--- config.mk ---
export PLATFORM = sky130hd
export DESIGN_NAME = fetch_pc_ctrl
export DESIGN_NICKNAME = d
export VERILOG_FILES = /design/src/rtl/fetch_pc_ctrl.sv
export SDC_FILE = /design/constraint.sdc
export NUM_CORES = 1
export LEC_CHECK = 0
export BUFFER_PORTS_ARGS = -buffer_cell sky130_fd_sc_hd__buf_2
export CORE_MARGIN = 3
export CORE_UTILIZATION = 47
export DETAILED_ROUTE_END_ITERATION = 16
export GPL_TIMING_DRIVEN = 1
export PLACE_DENSITY = 0.82
export SYNTH_ARGS = -nofsm -noshare
export SYNTH_HDL_FRONTEND = slang
export SYNTH_SLANG_ARGS = --single-unit
--- constraint.sdc ---
create_clock -name clk -period 1.9 [get_ports clk]
set_input_delay 0.095 -clock clk [delete_from_list [all_inputs] [get_ports clk]]
set_output_delay 0.095 -clock clk [all_outputs]
set_load 0.03 [all_outputs]
--- src/rtl/fetch_pc_ctrl.sv ---
// Fetch PC controller: issues in-order imem requests under credit limits and pushes {pc, instr} to the fetch queue.
// Request is combinational from state/credits; push is registered one cycle after the response; stale responses are discarded after flushes.
module fetch_pc_ctrl #(
    parameter logic [31:0] RESET_VEC       = 32'h80000000,
    parameter int          MAX_OUTSTANDING = 4,
    parameter int          CNT_W           = $clog2(MAX_OUTSTANDING + 1)
) (
    input  logic             clk,
    input  logic             rst,
    input  logic             gc_fetch_hold,
    input  logic             gc_fetch_flush,
    input  logic             gc_fetch_pc_override,
    input  logic [31:0]      gc_fetch_pc,
    input  logic             branch_flush,
    input  logic [31:0]      branch_target,
    output logic             mem_req,
    output logic [31:0]      mem_addr,
    input  logic             mem_ack,
    input  logic             mem_rsp_valid,
    input  logic [31:0]      mem_rsp_data,
    input  logic [CNT_W-1:0] fq_free,
    output logic             fq_push,
    output logic [31:0]      fq_pc,
    output logic [31:0]      fq_instruction,
    output logic [CNT_W-1:0] outstanding
);

    localparam logic [1:0] RST_S    = 2'd0;
    localparam logic [1:0] RUN      = 2'd1;
    localparam logic [1:0] HELD     = 2'd2;
    localparam logic [1:0] REDIRECT = 2'd3;

    localparam logic [CNT_W-1:0] MAX_CNT = CNT_W'(MAX_OUTSTANDING);

    logic [1:0]       state;
    logic [1:0]       state_nxt;
    logic [31:0]      pc;
    logic [31:0]      rsp_pc;
    logic [CNT_W-1:0] discard;
    logic [CNT_W-1:0] out_dec;
    logic             flush;
    logic             accept;
    logic             rsp_keep;

    assign flush    = gc_fetch_flush | branch_flush | gc_fetch_pc_override;
    // Gating on every flush source keeps a flush cycle free of accepts.
    assign mem_req  = (state == RUN) & ~gc_fetch_hold & ~flush
                    & (outstanding < MAX_CNT) & (outstanding < fq_free);
    assign mem_addr = pc;
    assign accept   = mem_req & mem_ack;
    assign rsp_keep = mem_rsp_valid & ~flush & (discard == '0);
    // An illegal response with nothing in flight saturates at zero.
    assign out_dec  = (mem_rsp_valid && outstanding != '0) ? outstanding - 1'b1 : outstanding;

    always_comb begin
        state_nxt = state;
        case (state)
            RST_S:    state_nxt = RUN;
            RUN:      state_nxt = gc_fetch_pc_override ? REDIRECT : (gc_fetch_hold ? HELD : RUN);
            HELD:     state_nxt = gc_fetch_pc_override ? REDIRECT : (gc_fetch_hold ? HELD : RUN);
            REDIRECT: state_nxt = gc_fetch_pc_override ? REDIRECT : RUN;
            default:  state_nxt = RST_S;
        endcase
    end

    always_ff @(posedge clk) begin
        if (rst) begin
            state          <= RST_S;
            pc             <= RESET_VEC;
            rsp_pc         <= RESET_VEC;
            outstanding    <= '0;
            discard        <= '0;
            fq_push        <= 1'b0;
            fq_pc          <= '0;
            fq_instruction <= '0;
        end else begin
            state       <= state_nxt;
            outstanding <= out_dec + CNT_W'(accept);
            fq_push     <= rsp_keep;

            if (gc_fetch_pc_override) begin
                pc     <= gc_fetch_pc;
                rsp_pc <= gc_fetch_pc;
            end else if (branch_flush) begin
                pc     <= branch_target;
                rsp_pc <= branch_target;
            end else begin
                if (accept)
                    pc <= pc + 32'd4;
                if (rsp_keep)
                    rsp_pc <= rsp_pc + 32'd4;
            end

            // Everything still in flight after this cycle belongs to the old stream.
            if (flush)
                discard <= out_dec;
            else if (mem_rsp_valid && discard != '0)
                discard <= discard - 1'b1;

            if (rsp_keep) begin
                fq_pc          <= rsp_pc;
                fq_instruction <= mem_rsp_data;
            end
        end
    end

    always_ff @(posedge clk) begin
        if (!rst && mem_rsp_valid)
            assert (outstanding != '0);
    end

endmodule
==> results.ini <==
[status]
status = finished with violations
violations = setup timing

[synth]
synth_area_mm2 = 0.00676
avgSynthCellArea_um2 = 7.84
synth_ff_type = dfxtp_1
yosysWarnings = 0
synth_nets = 983
synth-async-reset-ratio = 0
synth_edf_count = 0
ys_ff_latch = 135
ys_types = 66
yosysSeqAreaShare = 0.400
synthCells = 863

[final_layout]
drive_above_1_share = 0.351
area_delta_synth_final_pct = 45.6
seqCellArea_mm2 = 0.00274
final_cell_area_mm2 = 0.00985
nNetsFinal = 1270
final_cells = 1343
multi_input_area_mm2 = 0.00400
n_fill_cell = 1151
diodes = 0

[critical_path]
worstPathArrival_ns = 2.26
r2r_cells = 6
startpoint = outstanding[2]
cp_data_required_time_ns = 2.21
reg2reg_slack_ns = -0.05
reg2reg_to = mem_addr[26]
endpoint = mem_addr[26]
crit_path_top_delay_cell = nor4b_4
startpoint_type = flop
crit_type = flop to flop
reg2reg_from = outstanding[2]
crit_path_max_fanout = 5
crit_top_cell = buf_6
crit_chain = buf_6 -> nor4b_4 -> o2111ai_4 -> buf_6 -> or3_1 -> a32o_1
cp-end-kind = flop
slowest_delay_ns = 0.35

[placed_design]
numPortBuffers = 207
preCtsSetupSlack_ns = -0.180
dp.cells = 1267
dp_hpwl_um = 16100
dpl_cell_area_mm2 = 0.00854
place_congestion = 0.935

[route]
totalWireLength_um = 23500
antenna_left = 0
drtIter0Drc = 690
drc = 0
first_pass_iters = 6
wl_per_cell_um = 17.5
vias_per_cell = 5.83
vias = 7826

[floorplan]
die_x_um = 126
die-area_mm2 = 0.0159
core_mm2 = 0.0140
ios = 208
rows = 43
die_h_um = 126
start_util = 0.483

[global_routing]
grt_remaining_overflow = 0
grt_start_max_net_pins = 70
grt_pass1_vias = 7265
grt_pass1_wl_um = 36400
antenna_found_initial = 0
grtUsageTotal = 0.280

[clocking]
clockBufferDepth = 2
clk_latency_ns = 0.42
clockRootBuffer = clkbuf_16
cts_tree = done
ctsHtreeMaxLevel = 4
clkTransAtPathRegs_ns = 0.06
clkSinkCount = 135
cts_buffers = 17

[timing]
max_freq_mhz = 512
layout_min_cycle_time_ns = 1.95
rsz0062_at_grt = true
worst_slew_margin_rel = 0.586
maxSlewViolCount = 0
final.period_utilization = 1.03
setup_violations = 5
finalHoldViolations = 0
whs_ns = 0.0157
skew_ns = 0.00639
tightest_slew_ns = 0.622
fin_ws_ns = -0.0544

[power]
p_clk_frac = 0.396
switchingPower_mw = 2.54
vdd_drop_max_uv = 686
power_density_mw_per_mm2 = 865
combPwrFrac = 0.231
netSwitchingFraction = 0.298
seqPwrFrac = 0.372
power_mw = 8.52
internal-power_mw = 5.99
leakage_nw = 4.20

[worst_hold_path]
hp-class = input pin to flop

[flow_run]
cap_viol_max_count = 0

==> metrics by stage <==
| stage | util | TNS (ns) |
|---|---|---|
| 2_1_floorplan | - | -0.00129 |
| 3_3_place_gp | 0.611 | -0.0475 |
| 5_1_grt | 0.704 | -1.36 |
| 6_report | 0.704 | -0.114 |
| 3_5_place_dp | 0.611 | -0.873 |
| 4_1_cts | 0.686 | -0.0378 |
==> registers in the layout (all words and copies together) (netlist names) <==
signal,flops
fq_pc,32
discard,3
mem_addr,31
outstanding,3
fq_push,1
rsp_pc,31
state,2
fq_instruction,32
==> how the worst min path moves through the flow <==
stage                          start           endpoint  slack, ns  cells past startpoint
floorplan            mem_rsp_data[0]  fq_instruction[0]       0.23                      2
detailed placement    gc_fetch_pc[1]        mem_addr[1]       0.34                      3
global route        branch_target[2]        mem_addr[2]       0.01                      3
global placement      gc_fetch_pc[1]        mem_addr[1]       0.33                      3
CTS                 branch_target[2]        mem_addr[2]      0.004                      3
finish              branch_target[2]        mem_addr[2]       0.02                      3
==> repair_timing <==
item	4_1_cts	5_1_grt
setup buffers	1	8
resized for setup	17	43
pin swaps	2	15
setup endpoints to repair	23	64
hold buffers	35	0
hold endpoints to repair	35	0
==> cells in the mapped netlist, drive strengths merged (3+ instances only) <==
cell type / n / area (µm²)
o211a: 3 / 30.0
nor4b: 3 / 32.5
a32o: 5 / 50.1
or3: 3 / 18.8
nand2: 180 / 676
xnor2: 4 / 35.0
buf: 25 / 125
dfxtp: 135 / 2700
o31ai: 9 / 86.3
a41o: 4 / 40.0
nor2: 33 / 131
nor2b: 5 / 31.3
clkbuf: 42 / 158
nor4: 10 / 83.8
inv: 19 / 71.3
nand3: 33 / 180
a21oi: 114 / 571
a31oi: 7 / 43.8
and3: 13 / 81.3
and4: 13 / 114
nor3: 24 / 120
o21ai: 26 / 130
o41ai: 7 / 61.3
and2: 4 / 25.0
a211oi: 24 / 180
a221oi: 4 / 35.0
o22ai: 5 / 31.3
nand2b: 4 / 25.0
ha: 13 / 163
nor3b: 3 / 22.5
nand4: 18 / 113
a22o: 11 / 96.3
a22oi: 19 / 143
a21o: 5 / 37.5
xor2: 4 / 35.0
mux2i: 7 / 70.1
==> layout make-up <==
class,count,area share
multi-input combinational,642,0.406
sequential,135,0.278
timing repair buffer,335,0.225
clock buffer,21,0.0467
tap,180,0.0229
clock inverter,11,0.0150
inverter,19,0.00724
==> placed cells by master, fill, tap and decap left out, types with 12 or more instances in the layout <==
master and instances:
dfxtp_2 22, nand4_1 18, nor2_1 30, nand3_1 27
o21ai_1 13, dlygate4sd3_1 35, nor3_1 22, a211oi_1 22
buf_4 82, and4_1 12, a22oi_1 19, nand2_1 179
buf_2 205, inv_1 18, dfxtp_1 111, and3_1 12
clkbuf_16 17, a21oi_1 112
==> kinds of logic after synthesis <==
family / after synthesis / synth area share
buf+inv: 86 / 0.0524
simple gates: 352 / 0.252
fa+ha+maj: 13 / 0.0241
mux: 7 / 0.0104
compound gates: 262 / 0.251
xor+xnor: 8 / 0.0104
flops: 135 / 0.400
==> worst max-delay path: cells and delay by family, from the launching register on <==
| kind | cells | cell delay (ns) |
|---|---|---|
| AND/OR/NAND/NOR | 2 | 0.69 |
| buffers and inverters | 2 | 0.31 |
| AO/OA/AOI/OAI | 2 | 0.51 |
| flip-flops | 1 | 0.34 |
==> power groups by stage <==
stage | Clock, mW | Sequential, mW | Combinational (mW)
5_1_grt | 3.55 | 3.19 | 2.14
4_1_cts | 3.42 | 3.16 | 1.79
2_1_floorplan | 0 | 3.40 | 0.812
3_3_place_gp | 0 | 3.20 | 1.63
6_report | 3.38 | 3.17 | 1.97
3_5_place_dp | 0 | 3.21 | 1.67
==> routing by layer <==
layer | GRT usage | wire length (µm) | vias up
met5 | 0 | 0 | -
met4 | 0.0896 | 544 | 0
met1 | 0.347 | 9280 | 3658
li1 | - | - | 3715
met3 | 0.0547 | 1940 | 57
met2 | 0.489 | 11700 | 396
(Power assumes the default switching activity.)
